$ cat config.mk
export PLATFORM = sky130hd
export DESIGN_NAME = alu_wide_seq
export DESIGN_NICKNAME = d
export VERILOG_FILES = /design/src/rtl/alu_pkg.sv /design/src/rtl/alu_wide_seq.sv
export SDC_FILE = /design/constraint.sdc
export NUM_CORES = 1
export LEC_CHECK = 0
export ABC_CLOCK_PERIOD_IN_PS = 2270
export CAP_MARGIN = 5
export CORE_ASPECT_RATIO = 0.8
export CORE_MARGIN = 4
export CORE_UTILIZATION = 48
export CTS_CLUSTER_DIAMETER = 150
export DETAILED_ROUTE_END_ITERATION = 10
export HOLD_SLACK_MARGIN = 0.03
export PLACE_DENSITY = 0.8
export SYNTH_ARGS = -nofsm -noshare
export SYNTH_HDL_FRONTEND = slang
export SYNTH_SLANG_ARGS = --single-unit
$ cat constraint.sdc
create_clock -name clk -period 2.27 [get_ports clk]
set_clock_uncertainty 0.2 [all_clocks]
set_input_delay 0.227 -clock clk [delete_from_list [all_inputs] [get_ports clk]]
set_output_delay 0.227 -clock clk [all_outputs]
set_load 0.005 [all_outputs]
$ cat src/rtl/alu_pkg.sv
// Shared ALU opcode constants and the wide-operation sequencer state encoding.
package alu_pkg;

  localparam logic [2:0] ALU_AND = 3'b000;
  localparam logic [2:0] ALU_OR  = 3'b001;
  localparam logic [2:0] ALU_ADD = 3'b010;
  localparam logic [2:0] ALU_SUB = 3'b110;
  localparam logic [2:0] ALU_SLT = 3'b111;

  typedef enum logic [2:0] {
    ST_IDLE,
    ST_LO,
    ST_HI,
    ST_FIX,
    ST_DONE
  } state_t;

  function automatic logic is_legal_op(input logic [2:0] op);
    return (op == ALU_AND) || (op == ALU_OR) || (op == ALU_ADD) ||
           (op == ALU_SUB) || (op == ALU_SLT);
  endfunction

endpackage

$ cat src/rtl/alu_wide_seq.sv
// Runs 2*DATA_WIDTH-bit AND/OR/ADD/SUB/SLT as 2-3 passes through one narrow ALU.
// Optional macro ALU_SEQ_PERF_CNT_EN adds perf_alu_cycles (cycles spent in LO/HI/FIX).
module alu_wide_seq
  import alu_pkg::*;
#(
  parameter int DATA_WIDTH = 32
) (
  input  logic                    clk,
  input  logic                    resetn,
  input  logic                    req_valid,
  output logic                    req_ready,
  input  logic [2:0]              req_op,
  input  logic [2*DATA_WIDTH-1:0] req_a,
  input  logic [2*DATA_WIDTH-1:0] req_b,
  output logic                    resp_valid,
  input  logic                    resp_ready,
  output logic [2*DATA_WIDTH-1:0] resp_result,
  output logic                    resp_carryout,
  output logic                    resp_overflow,
  output logic                    resp_zero,
`ifdef ALU_SEQ_PERF_CNT_EN
  output logic [31:0]             perf_alu_cycles,
`endif
  output logic [DATA_WIDTH-1:0]   alu_A,
  output logic [DATA_WIDTH-1:0]   alu_B,
  output logic [2:0]              alu_ALUop,
  input  logic [DATA_WIDTH-1:0]   alu_Result,
  input  logic                    alu_CarryOut,
  input  logic                    alu_Overflow,
  input  logic                    alu_Zero
);

  localparam int W2 = 2 * DATA_WIDTH;

  state_t                  state_q, state_d;
  logic [2:0]              op_q;
  logic [W2-1:0]           a_q, b_q;
  logic [DATA_WIDTH-1:0]   r_lo, r_hi;
  logic                    c0, c1, c2;
  logic                    is_sub, need_fix;
  logic [2:0]              pass_op;
  logic [W2-1:0]           full, fin_result;
  logic                    fin_carry, fin_ovf;
  logic                    unused_alu_flags;

  // Flags are rebuilt from the 64-bit result, so the ALU's own ovf/zero go unused.
  assign unused_alu_flags = alu_Overflow ^ alu_Zero;

  assign is_sub   = (op_q == ALU_SUB) || (op_q == ALU_SLT);
  assign need_fix = ((op_q == ALU_ADD) && c0) || (is_sub && !c0);
  assign pass_op  = (op_q == ALU_SLT) ? ALU_SUB : op_q;
  assign req_ready = (state_q == ST_IDLE);

  always_ff @(posedge clk) begin
    if (!resetn) state_q <= ST_IDLE;
    else         state_q <= state_d;
  end

  always_comb begin
    state_d   = state_q;
    alu_A     = '0;
    alu_B     = '0;
    alu_ALUop = '0;
    case (state_q)
      ST_IDLE: if (req_valid) state_d = is_legal_op(req_op) ? ST_LO : ST_DONE;
      ST_LO: begin
        alu_A     = a_q[DATA_WIDTH-1:0];
        alu_B     = b_q[DATA_WIDTH-1:0];
        alu_ALUop = pass_op;
        state_d   = ST_HI;
      end
      ST_HI: begin
        alu_A     = a_q[W2-1:DATA_WIDTH];
        alu_B     = b_q[W2-1:DATA_WIDTH];
        alu_ALUop = pass_op;
        state_d   = need_fix ? ST_FIX : ST_DONE;
      end
      // Propagate the low-half carry/borrow into the high word: t+1 or t-1.
      ST_FIX: begin
        alu_A     = r_hi;
        alu_B     = DATA_WIDTH'(1);
        alu_ALUop = (op_q == ALU_ADD) ? ALU_ADD : ALU_SUB;
        state_d   = ST_DONE;
      end
      ST_DONE: if (resp_valid && resp_ready) state_d = ST_IDLE;
      default: state_d = ST_IDLE;
    endcase
  end

  always_comb begin
    full       = {r_hi, r_lo};
    fin_result = '0;
    fin_carry  = 1'b0;
    fin_ovf    = 1'b0;
    case (op_q)
      ALU_AND, ALU_OR: fin_result = full;
      ALU_ADD: begin
        fin_result = full;
        fin_carry  = c1 | c2;
        fin_ovf    = (a_q[W2-1] == b_q[W2-1]) && (full[W2-1] != a_q[W2-1]);
      end
      ALU_SUB, ALU_SLT: begin
        fin_carry  = c1 & c2;
        fin_ovf    = (a_q[W2-1] != b_q[W2-1]) && (full[W2-1] != a_q[W2-1]);
        fin_result = (op_q == ALU_SUB) ? full
                                       : {{(W2-1){1'b0}}, full[W2-1] ^ fin_ovf};
      end
      default: fin_result = '0;
    endcase
  end

  // DONE spends one cycle registering the final result before resp_valid rises.
  always_ff @(posedge clk) begin
    if (!resetn) begin
      op_q          <= '0;
      a_q           <= '0;
      b_q           <= '0;
      r_lo          <= '0;
      r_hi          <= '0;
      c0            <= 1'b0;
      c1            <= 1'b0;
      c2            <= 1'b0;
      resp_valid    <= 1'b0;
      resp_result   <= '0;
      resp_carryout <= 1'b0;
      resp_overflow <= 1'b0;
      resp_zero     <= 1'b0;
    end else begin
      case (state_q)
        ST_IDLE: if (req_valid) begin
          op_q <= req_op;
          a_q  <= req_a;
          b_q  <= req_b;
        end
        ST_LO: begin
          r_lo <= alu_Result;
          c0   <= alu_CarryOut;
        end
        ST_HI: begin
          r_hi <= alu_Result;
          c1   <= alu_CarryOut;
          c2   <= is_sub;
        end
        ST_FIX: begin
          r_hi <= alu_Result;
          c2   <= alu_CarryOut;
        end
        ST_DONE: begin
          if (!resp_valid) begin
            resp_valid    <= 1'b1;
            resp_result   <= fin_result;
            resp_carryout <= fin_carry;
            resp_overflow <= fin_ovf;
            resp_zero     <= (fin_result == '0);
          end else if (resp_ready) begin
            resp_valid <= 1'b0;
          end
        end
        default: ;
      endcase
    end
  end

`ifdef ALU_SEQ_PERF_CNT_EN
  always_ff @(posedge clk) begin
    if (!resetn)
      perf_alu_cycles <= '0;
    else if ((state_q == ST_LO) || (state_q == ST_HI) || (state_q == ST_FIX))
      perf_alu_cycles <= perf_alu_cycles + 32'd1;
  end
`endif

endmodule

Word level (Yosys, flattened, before mapping):

Cells that the tools add are included.

* register bits after elaboration: 269
* latch bits: 0
* memory bits (writable): 0
* bits in read-only memories: 0
* input port bits: 170
* output and inout port bits: 136
* word-level logic and storage cells: 76
* memories kept: 0

* $add $sub $neg: 0
* $mul: 0
* divide/modulo/power cells: 0
* magnitude comparators: 0
* equal/unequal tests: 17
* shift operators: 0
* muxes and demuxes: 17
* bitwise gates (word level): 4
* reduce and logical (&&, ||, !) cells: 24

Operators with widths (count)
* $pmux 32 s3: 2
* $pmux 64 s2: 1
* $logic_not 64->1: 1
* $mux 64: 1
* $mux 3: 6
* $eq 3x3->1 const B: 5
* $pmux 3 s5: 1
* $eq 3x2->1 const B: 4
* $eq 3x1->1 const B: 3
* $logic_not 3->1: 3
* $logic_or 1x1->1: 6
* $pmux 1 s2: 3
* $pmux 3 s2: 1
* $reduce_and 2->1: 3
* $reduce_or 2->1: 3
* $logic_and 1x1->1: 5
* $ne 2x2->1 const B: 2
* $reduce_or 3->1: 1
* $mux 1: 2
* $ne 1x1->1: 2
* $reduce_bool 2->1: 1
* $and 1x1->1: 1
* $eq 1x1->1: 1
* $logic_not 1->1: 1
* 3 further kinds: 3

Logic depth before layout (Yosys ltp):

Gate-level depths: netlist of run 1.

* word-level depth: 8
* mapped depth: 8
* gate-level depth less buffers: 4

Worst setup path after synthesis of run 1:

No wires, ideal clock.

* path type: reg-to-output
* from: register state_q[1]
* to: output port alu_A[11]
* arrival time: 1330 ps
* required time: 1843 ps
* path slack: 513 ps
* stages on the path, launching flop included: 8
* path buffers: 3
* cell sequence: dfxtp_1 > buf_4 > buf_4 > buf_2 > mux2i_1 > nor2_1 > a21oi_1 > nor2_1

* cells in the longest elaborated chain, start to end: 2
* elaborated cells on any way between the ends: 4
* classes of those cells: eq/ne: 3; mux: 1

Ends and longest elaborated chain
* start, declared: RTL line alu_wide_seq.sv:35 `state_t state_q, state_d;`
* start signal, assigned: RTL line alu_wide_seq.sv:56 `else state_q <= state_d;`
* $eq 3x2->1 or $eq 3x1->1 (tied branches): RTL line alu_wide_seq.sv:64 `case (state_q)`
* $pmux 32 s3 (*): RTL line alu_wide_seq.sv:64
* end, declared: RTL line alu_wide_seq.sv:24 `output logic [DATA_WIDTH-1:0] alu_A,`

Mark *: on every way between the ends. The rest lies on a longest branch, timed or not.

Worst setup path in the final report of run 1:

* from: register state_q[1]
* to: output port alu_B[4]

* cells in the longest elaborated chain, start to end: 2
* elaborated cells on any way between the ends: 4
* classes of those cells: eq/ne: 3; mux: 1

Ends and longest elaborated chain
* $eq 3x2->1 or $eq 3x1->1 (tied branches): RTL line alu_wide_seq.sv:64
* $pmux 32 s3 (*): RTL line alu_wide_seq.sv:64
* end, declared: RTL line alu_wide_seq.sv:25 `output logic [DATA_WIDTH-1:0] alu_B,`

Marks and branches as above.

==> impl_metrics.toml, run 1 <==
[synthesis]
avgSynthCellArea_um2 = 7.69
ys_ff_latch = 269
synth_ff_type = "dfxtp_1"
async_flop_share_pct = 0
synth.distinct_cells = 45
synth_area_um2 = 11000
syn_nets = 1594
synth_warnings = 0
netlist_instances = 1424
synth_edf_count = 0
synth-seq-area-share_pct = 49.2

[setup_path]
arrival_ns = 2.07
endpoint_kind = "output port"
reg2reg_depth = 9
required_ns = 1.84
cp_max_fo = 5
crit_type = "flip-flop to output port"
start_kind = "flip-flop"

[job]
maxCapViolations = 0

[outcome]
outcome = "finished with violations"
violations = "setup timing"

[clocking]
h-tree-depth = 1
cts_sinks = 269
cts_root_buffer = "clkbuf_16"
cts_made_buffers = 26
clock_path_buffers = 3
cts_tree = "yes"
clk_pin_slew_ns = 0.07
clkLatencyLatePin_ns = 0.54

[routing]
drtAntennaViolNets = 0
drtPass1Iterations = 7
drc = 0
initialDrtViolationCount = 1308
wl_per_cell_um = 19.0
viasPerCell = 5.60
num_vias = 11600
drt-total-wl_mm = 39.3

[sta]
fmaxAchievable_mhz = 401
maxSlewViolCount = 0
worstMarginPinSlew_ns = 0.685
finalSetupViolCount = 60
finalWorstSetupSlack_ns = -0.225
fin_crit_sh_pct = 110
hold_viol = 0
rsz0062_at_grt = "true"
setup_tns_ns = -5.13
min_period_ns = 2.50
whs_ns = 0.0275
relSlewSlack_pct = 53.9

[layout]
fin_nets = 1910
utilization_pct = 70.5
drive_above_1_share_pct = 13.4
layout_common_cells = "468 x nand2_1, 291 x a21oi_1, 266 x dfxtp_1"
syn_to_final_growth_pct = 44.5
final_common_cell = "nand2_1"

[worst_hold_path]
whs_path_depth = 3
hold_class = "input pin to flip-flop"

[grt]
grt_pass1_vias = 11000
overflow = 0
grt_pass1_wl_mm = 59.7
antenna_found_initial = 1
grt_max_degree = 80
grtUsageTotal_pct = 29.3

[placed_design]
port_buffers = 303
place.gp.congestion = 0.867
place_hpwl_mm = 25.3

[floorplanning]
boundaryPins = 306
die-area_um2 = 25300
core_area_um2 = 22400
rows = 49
initial_core_util_pct = 48.8
fp.dieH_um = 143
die_w_um = 177

[power_and_ir_drop]
peakVddDrop_mv = 0.565
cellLeakagePower_nw = 5.86
total_power_w = 0.0115
powerDensity_nw_per_um2 = 725
[path summary, 6_finish.rpt]
kind | slack (ns) | to | from
worst max-delay path | -0.23 | alu_B[4] | state_q[1]$_SDFFE_PN0P_
worst min-delay path | 0.03 | a_q[37]$_SDFFE_PN0P_ | req_a[37]
worst min register to register | 0.25 | resp_result[56]$_SDFFE_PN0P_ | resp_result[56]$_SDFFE_PN0P_
worst max register to register | 0.10 | a_q[19]$_SDFFE_PN0P_ | state_q[1]$_SDFFE_PN0P_
[state kept, by name, indices dropped and copies added, names as in the netlist]
| name | count |
|---|---|
| b_q | 64 |
| c2 | 1 |
| resp_carryout | 1 |
| a_q | 64 |
| resp_zero | 1 |
| resp_result | 64 |
| op_q | 3 |
| state_q | 3 |
| r_hi | 32 |
| c1 | 1 |
| resp_overflow | 1 |
| c0 | 1 |
| resp_valid | 1 |
| r_lo | 32 |
[area by class of cell]
cell class	count	area, um2
antenna	1	2.50
clock buffer	38	756
clock inverter	9	90.1
fill	1739	6610
inverter	6	30.0
multi-input combinational	1031	5080
sequential	269	5400
tap	306	383
timing repair buffer	406	4100
[kinds of logic after synthesis]
group,count (synthesis),synth area share [%]
and+or+nand+nor,642,23.9
AOI/OAI and AO/OA,351,17.7
buffers and inverters,125,5.90
DFF,269,49.2
adders and majority gates,1,0.0914
muxes,36,3.30
[power by group]
| part | internal (W) | switching [W] | leakage (nW) |
|---|---|---|---|
| clock | 0.00243 | 0.00188 | 0.412 |
| combinational | 0.000917 | 0.00105 | 3.26 |
| sequential | 0.00499 | 0.000208 | 2.19 |
| total | 0.00833 | 0.00314 | 5.86 |
[repair_timing]
item / in CTS / in global routing
hold endpoints to repair: 12 / 0
hold buffers: 12 / 0
cloned: 10 / 2
endpoints found under the setup margin: 68 / 191
setup buffers: 36 / 12
resized for setup: 293 / 45
pin swaps: 13 / 21
[critical path, cell delays in order (launching register included)]
cell and delay (ns):
dfxtp_4 0.37, buf_12 0.14, nand2b_4 0.08, nor2_4 0.04, buf_12 0.12, buf_12 0.12
buf_16 0.13, buf_12 0.13, buf_6 0.11, a22o_1 0.17, buf_2 0.12
[synth_stat cells (2+ instances only)]
master | n | area (um2)
nor3_1 | 3 | 15.0
o21ai_0 | 5 | 25.0
inv_1 | 4 | 15.0
dfxtp_1 | 269 | 5390
o211a_1 | 2 | 20.0
nand3_1 | 66 | 330
mux2i_1 | 35 | 350
and2_1 | 2 | 12.5
o211ai_1 | 2 | 15.0
clkbuf_1 | 49 | 184
a211oi_1 | 3 | 22.5
nor4_1 | 13 | 81.3
or3_1 | 3 | 18.8
nand4_1 | 4 | 25.0
nand2_1 | 469 | 1760
nand2b_1 | 2 | 12.5
nor2_1 | 73 | 274
buf_2 | 43 | 215
buf_6 | 13 | 146
a21oi_1 | 297 | 1490
buf_4 | 7 | 52.6
a22o_1 | 31 | 272
buf_1 | 7 | 26.3
[per-layer routing]
metal | GRT usage (%) | vias to the layer above | share of wire [%] | routed length (um)
li1 | - | 5400 | - | -
met4 | 10.6 | 0 | 4.1 | 1600
met3 | 8.44 | 104 | 11 | 4180
met2 | 47.8 | 590 | 46 | 18100
met1 | 37.4 | 5482 | 39 | 15400
met5 | 0 | - | 0 | 0
[metrics by stage]
| step | setup WS (ns) | instances | area, um2 |
|---|---|---|---|
| after global routing | -0.269 | 2066 | 15800 |
| after CTS | -0.248 | 2061 | 15800 |
| final | -0.225 | 2066 | 15800 |
| after global placement | 0.0613 | 1957 | 14300 |
| after detailed placement | 0.0485 | 1957 | 14300 |
| after floorplan | 0.513 | 1424 | 11000 |
(Power assumes the default switching activity.)
==> run 2: changes to the inputs <==
ABC_AREA = 1   (was default)
PLACE_DENSITY = 0.81   (was 0.8)
==> run 2 against run 1 <==
Net effect:
- the flow still finishes with violations (setup timing)
- worst setup slack better by 0.14 ns
- core utilization up 2.2 points
- register-to-register slack worse by 0.05 ns
- critical path type unchanged
- highest routed layer is now met5
==> impl_metrics.toml, run 2 <==
[synthesis]
async_flop_share_pct = 0
netlist_instances = 1394
syn_nets = 1564
avgSynthCellArea_um2 = 7.65
synth-seq-area-share_pct = 50.5
ys_ff_latch = 269
synth_top_area_share_pct = 50.5
synth_ff_type = "dfxtp_1"
synth.distinct_cells = 30
post-synth-top-count-cell = "o21ai_0"
ys_top_cells_by_area = "dfxtp_1 50%, o21ai_0 13%, a21oi_1 9.2%"
synth_area_um2 = 10700
synth_warnings = 0
synth_edf_count = 0
yosysTopAreaCell = "dfxtp_1"
ys_top_cells_by_count = "280 x o21ai_0, 269 x dfxtp_1, 208 x nor2_1, 197 x a21oi_1, 122 x inv_1"

[power_and_ir_drop]
pwr-share-seq_pct = 36.7
switching_share_pct = 34.0
clockPowerShare_pct = 28.0
peakVddDrop_mv = 0.764
powerDensity_nw_per_um2 = 1190
cellLeakagePower_nw = 6.48
power_switching_w = 0.00640
comb_power_share_pct = 35.3
p_int_w = 0.0124
total_power_w = 0.0188

[grt]
grt_max_degree = 115
grt_pass1_vias = 10500
grtUsageTotal_pct = 29.1
grt_pass1_wl_mm = 58.2
overflow = 0
antenna_found_initial = 2

[sta]
worstMarginPinSlew_ns = 0.658
whs_ns = 0.0771
maxSlewViolCount = 0
fmaxAchievable_mhz = 424
fin_crit_sh_pct = 104
min_period_ns = 2.36
finalSetupViolCount = 36
hold_viol = 0
rsz0062_at_grt = "true"
finalWorstSetupSlack_ns = -0.0886
relSlewSlack_pct = 55.7

[routing]
drtAntennaViolNets = 0
drtPass1Iterations = 6
num_vias = 11100
drt-total-wl_mm = 38.7
wl_per_cell_um = 19.2
viasPerCell = 5.52
initialDrtViolationCount = 1055
drc = 0

[layout]
design_area_um2 = 15800
fin_cells = 2012
final_common_cell = "dfxtp_1"
utilization_pct = 72.8
fin_nets = 1862
syn_to_final_growth_pct = 47.9
fill_cells = 1602
reg.largest.list = "a_q x64, b_q x64, resp_result x64"
layout_common_cells = "266 x dfxtp_1, 260 x o21ai_0, 234 x clkdlybuf4s50_1"
drive_above_1_share_pct = 15.7

[placed_design]
dpl-instance-area_um2 = 14000
place_hpwl_mm = 24.8
port_buffers = 303
dp.cells = 1925
place.gp.congestion = 0.892

[outcome]
outcome = "finished with violations"
violations = "setup timing"

[worst_hold_path]
hold_class = "input pin to flip-flop"
whs_path_depth = 3

[floorplanning]
die_w_um = 175
rows = 48
initial_core_util_pct = 49.2
fp.dieH_um = 141
die-area_um2 = 24700
core_area_um2 = 21700
boundaryPins = 306

[setup_path]
required_ns = 1.84
cp_max_fo = 7
start_kind = "flip-flop"
arrival_ns = 1.93
endpoint_kind = "output port"
reg2reg_depth = 9
crit_type = "flip-flop to output port"

[clocking]
clkLatencyLatePin_ns = 0.53
cts_tree = "yes"
cts_made_buffers = 27
clk_pin_slew_ns = 0.06
cts_root_buffer = "clkbuf_16"
clock_path_buffers = 3
cts_sinks = 269
h-tree-depth = 1

[job]
maxCapViolations = 0
## run 2: changes by cell type after synthesis, sizes merged, moves of 24 or more
cell and delta:
nand2 -398, buf -24, a21oi -101, nand3 -38, o22ai +33, nor2 +140, a22o -31, o21ai +294
inv +122, mux2i -34
## run 2: logic make-up after synthesis
| family | after synthesis | synth area share [%] |
|---|---|---|
| simple gates | 316 | 12.1 |
| mux | 1 | 0.0939 |
| buf+inv | 239 | 9.15 |
| flops | 269 | 50.5 |
| compound gates | 568 | 28.1 |
| xor+xnor | 1 | 0.0821 |
## run 2: per-stage QoR
stage | setup WS, ns | TNS, ns
global placement | -0.00908 | -0.00908
global route | -0.163 | -5.98
finish | -0.0886 | -1.23
floorplan | 0.531 | 0
CTS | -0.140 | -3.59
detailed placement | -0.0253 | -0.0253
## run 2: final cells by class
type	instances	area (um2)	share of cell area (%)
Antenna cell	1	2.50	0.0159
Timing Repair Buffer	379	3790	24.0
Inverter	128	498	3.16
Tap cell	300	375	2.38
Timing Repair inverter	1	11.3	0.0714
Multi-Input combinational cell	886	4650	29.5
Sequential cell	269	5390	34.2
Clock buffer	34	722	4.58
Clock inverter	14	328	2.08
## run 2: final timing paths
check	start	end	slack [ns]
worst max-delay path	state_q[2]$_SDFFE_PN0P_	alu_A[31]	-0.09
worst min-delay path	req_a[27]	a_q[27]$_SDFFE_PN0P_	0.08
worst max register to register	state_q[1]$_SDFFE_PN0P_	resp_result[56]$_SDFFE_PN0P_	0.05
worst min register to register	b_q[10]$_SDFFE_PN0P_	b_q[10]$_SDFFE_PN0P_	0.25
## run 2: timing repair
item	CTS	global route
hold buffers	1	0
endpoints found under the setup margin	68	67
pin swaps	7	4
hold endpoints to repair	47	0
resized for setup	333	58
gates cloned	10	6
setup buffers	14	7
## run 2: power groups by stage
stage / combinational (W) / sequential, W / clock, W
global route: 0.00727 / 0.00703 / 0.00549
CTS: 0.00624 / 0.00685 / 0.00530
floorplan: 0.00326 / 0.00675 / 0
detailed placement: 0.00587 / 0.00692 / 0
global placement: 0.00576 / 0.00689 / 0
finish: 0.00664 / 0.00690 / 0.00527
## run 2: critical path, stage by stage, from the launching register on
cell,delay [ns]
dfxtp_4,0.36
nor2_4,0.14
inv_4,0.07
nor2_4,0.13
buf_12,0.13
inv_12,0.05
buf_12,0.12
buf_16,0.13
o221ai_2,0.11
buf_2,0.16
## run 2: metal layers
layer	track usage [%]	wire, um	vias up
li1	-	-	5294
met1	38.9	15900	5209
met2	46.4	17900	520
met3	7.27	3570	91
met4	9.83	1330	2
met5	0	20	-
==> RTL change (settings of run 2) <==
Build with the macro `ALU_SEQ_PERF_CNT_EN` defined.
--- a/src/rtl/alu_wide_seq.sv
+++ b/src/rtl/alu_wide_seq.sv
@@ -2,2 +2,4 @@
 // Optional macro ALU_SEQ_PERF_CNT_EN adds perf_alu_cycles (cycles spent in LO/HI/FIX).
+`define ALU_SEQ_PERF_CNT_EN
+
 module alu_wide_seq
Check against the original RTL (old outputs only; new: perf_alu_cycles): no difference found for any inputs over 4 cycles, from zero or initial values and one cycle with resetn low; that may be too few to reach the edited logic, so the function may still have changed.
==> RTL change against run 2 <==
  * The run still ends with negative setup slack left
  * Area after synthesis grew 15%
  * Critical path depth shrank 1
  * Cell area grew 13%
  * Critical path type unchanged
  * Routed wire length grew 13%
  * Sequential cell count grew 32
  * Power grew 8.3%
  * Sequential share of layout area shrank 0.41 points
  * Worst setup slack gained 0.0078 ns
  * Highest routed layer unchanged
  * Largest power group unchanged
==> RTL change: results (changes against run 2) <==
The run finished, with violations left. The final reports fail on negative setup slack. The synthesized-area fraction occupied by ao, oa, aoi and oai cells came out at 0.2773 (-0.003355).

The post-route setup TNS is -0.7589 ns (+0.4682 ns). The post-cts repair resize count came out at 330 (-0.90%). The clock insertion delay at the later pin of the skew report is 0.56 ns (+0.03 ns).

By area the synthesized netlist is led by dfxtp_1, o21ai_0, a21oi_1. For this design, the slowest cell found on the critical path is dfxtp_1. The routed wire length per instance came out at 19.13 um (-0.53%). The maximum resistive drop on vdd came out at 0.7311 mV (-4.3%). The logic depth of the worst register-to-register path came to 10 (+1). The layout cell share with drive strength beyond 1 is 0.1352 (-0.02206). The share of flip-flops with an asynchronous set or reset came out at 0 (unchanged).

The maximum number of pins on one net before global-route repair is 149 (+30%). The buffer count from post-CTS setup fixing is 9 (-5). The register bit total from synthesis came out at 301 (+12%). The per-cell via count in the routed design came out at 5.622 (+1.8%). The first-pass iteration count of the detailed router came out at 5 (-1). The leakage power came out at 6.897 nW (+6.4%).

The number of global-route vias before repair is 12100 (+15%). The xor-xnor portion of the synthesized cell area is 0.0007115 (-0.0001098). The number of distinct library cells after synthesis is 42 (+40%). The overall overflow remaining after global route is 0 (unchanged). The via count is 12891 (+16%).

The worst setup timing slack at the placement stage is 0.003481 ns (+0.02881 ns). The overall global routing resource usage came to 0.2824 (-0.008246). The first-iteration detailed-routing DRC count is 1048 (-0.66%). The number of placed instances, taps included came out at 2210 (+15%). The relative max-transition margin came out at 0.5806 (+0.02360). The cell area after placement is 0.01598 mm2 (+14%).

The number of enable flip-flop cells after synthesis is 0 (unchanged). The count of port buffers added during placement came out at 335 (+11%). The count of endpoints failing setup in the final report is 28 (-22%). The biggest fanout along the worst timing path is 6 (-1).

The portion of netlist area occupied by mux cells came out at 0 (-0.0009385). Ranked by instance count, the synthesized netlist is headed by o21ai_0, dfxtp_1, a21oi_1. The global-route wire length before repair came out at 65120 um (+12%). The post-layout instance area is 0.01784 mm2 (+13%).

The number of nets produced by synthesis came out at 1810 (+16%). The half-perimeter wire length of the detailed placement result was 28510 um (+15%). The fill cell total of the finished layout came out at 1914 (+19%). The post-route worst setup slack is -0.08081 ns (+0.007833 ns). The depth of the worst hold-timing path came to 3 (unchanged). The number of nets in the layout is 2114 (+14%). The adder-cell area share of the yosys netlist was 0.001016 (+0.001016). The share of the yosys chip area belonging to registers is 0.4895 (-0.01545). The routability congestion estimate came to 0.9042 (+1.3%). The number of standard cells after synthesis came to 1639 (+18%). The clock buffer count from CTS came out at 31 (+15%).
## RTL change: cell types whose count changed in the layout (fill, tap and decap cells not counted), moves of 19 or more
cell,delta
a22oi_2,-19
nor2_1,-44
o21ai_1,-22
o21ai_0,+45
clkdlybuf4s50_1,+33
dfxtp_1,+33
inv_1,+86
nand2_1,+63
a21oi_1,+56
## RTL change: cell type report
class / instances / area share
Sequential cell: 301 / 0.3379
Multi-Input combinational cell: 1007 / 0.3162
Timing Repair Buffer: 384 / 0.2134
Clock buffer: 41 / 0.04895
Inverter: 217 / 0.04664
Tap cell: 324 / 0.02272
Clock inverter: 17 / 0.01340
Timing Repair inverter: 1 / 0.0006312
Antenna cell: 1 / 0.0001403
## RTL change: routing by layer
metal | track usage | vias to the layer above | share of wire
met5 | 0 | - | 0.00032
met1 | 0.3564 | 6077 | 0.40
met3 | 0.06636 | 118 | 0.086
li1 | - | 6112 | -
met4 | 0.1146 | 2 | 0.045
met2 | 0.4723 | 582 | 0.47
## RTL change: cell families after synthesis
kind of cell,count (synthesis)
buffers and inverters,331
AO/OA/AOI/OAI,643
flip-flops,301
XOR/XNOR,1
AND/OR/NAND/NOR,362
adder cells (fa/ha/maj),1
## RTL change: report_power, final
part	leakage (nW)	switching [W]	internal [W]
Clock	0.553	0.00220	0.00329
Combinational	3.88	0.00417	0.00310
Sequential	2.47	0.000828	0.00678
## RTL change: path summary, 6_finish.rpt
check	from	end	slack [ns]
worst max-delay path	state_q[2]$_SDFFE_PN0P_	alu_A[14]	-0.08
worst min-delay path	alu_Result[21]	r_hi[21]$_SDFFE_PN0P_	0.08
worst max register to register	op_q[1]$_SDFFE_PN0P_	resp_zero$_SDFFE_PN0P_	0.07
worst min register to register	r_lo[0]$_SDFFE_PN0P_	r_lo[0]$_SDFFE_PN0P_	0.26
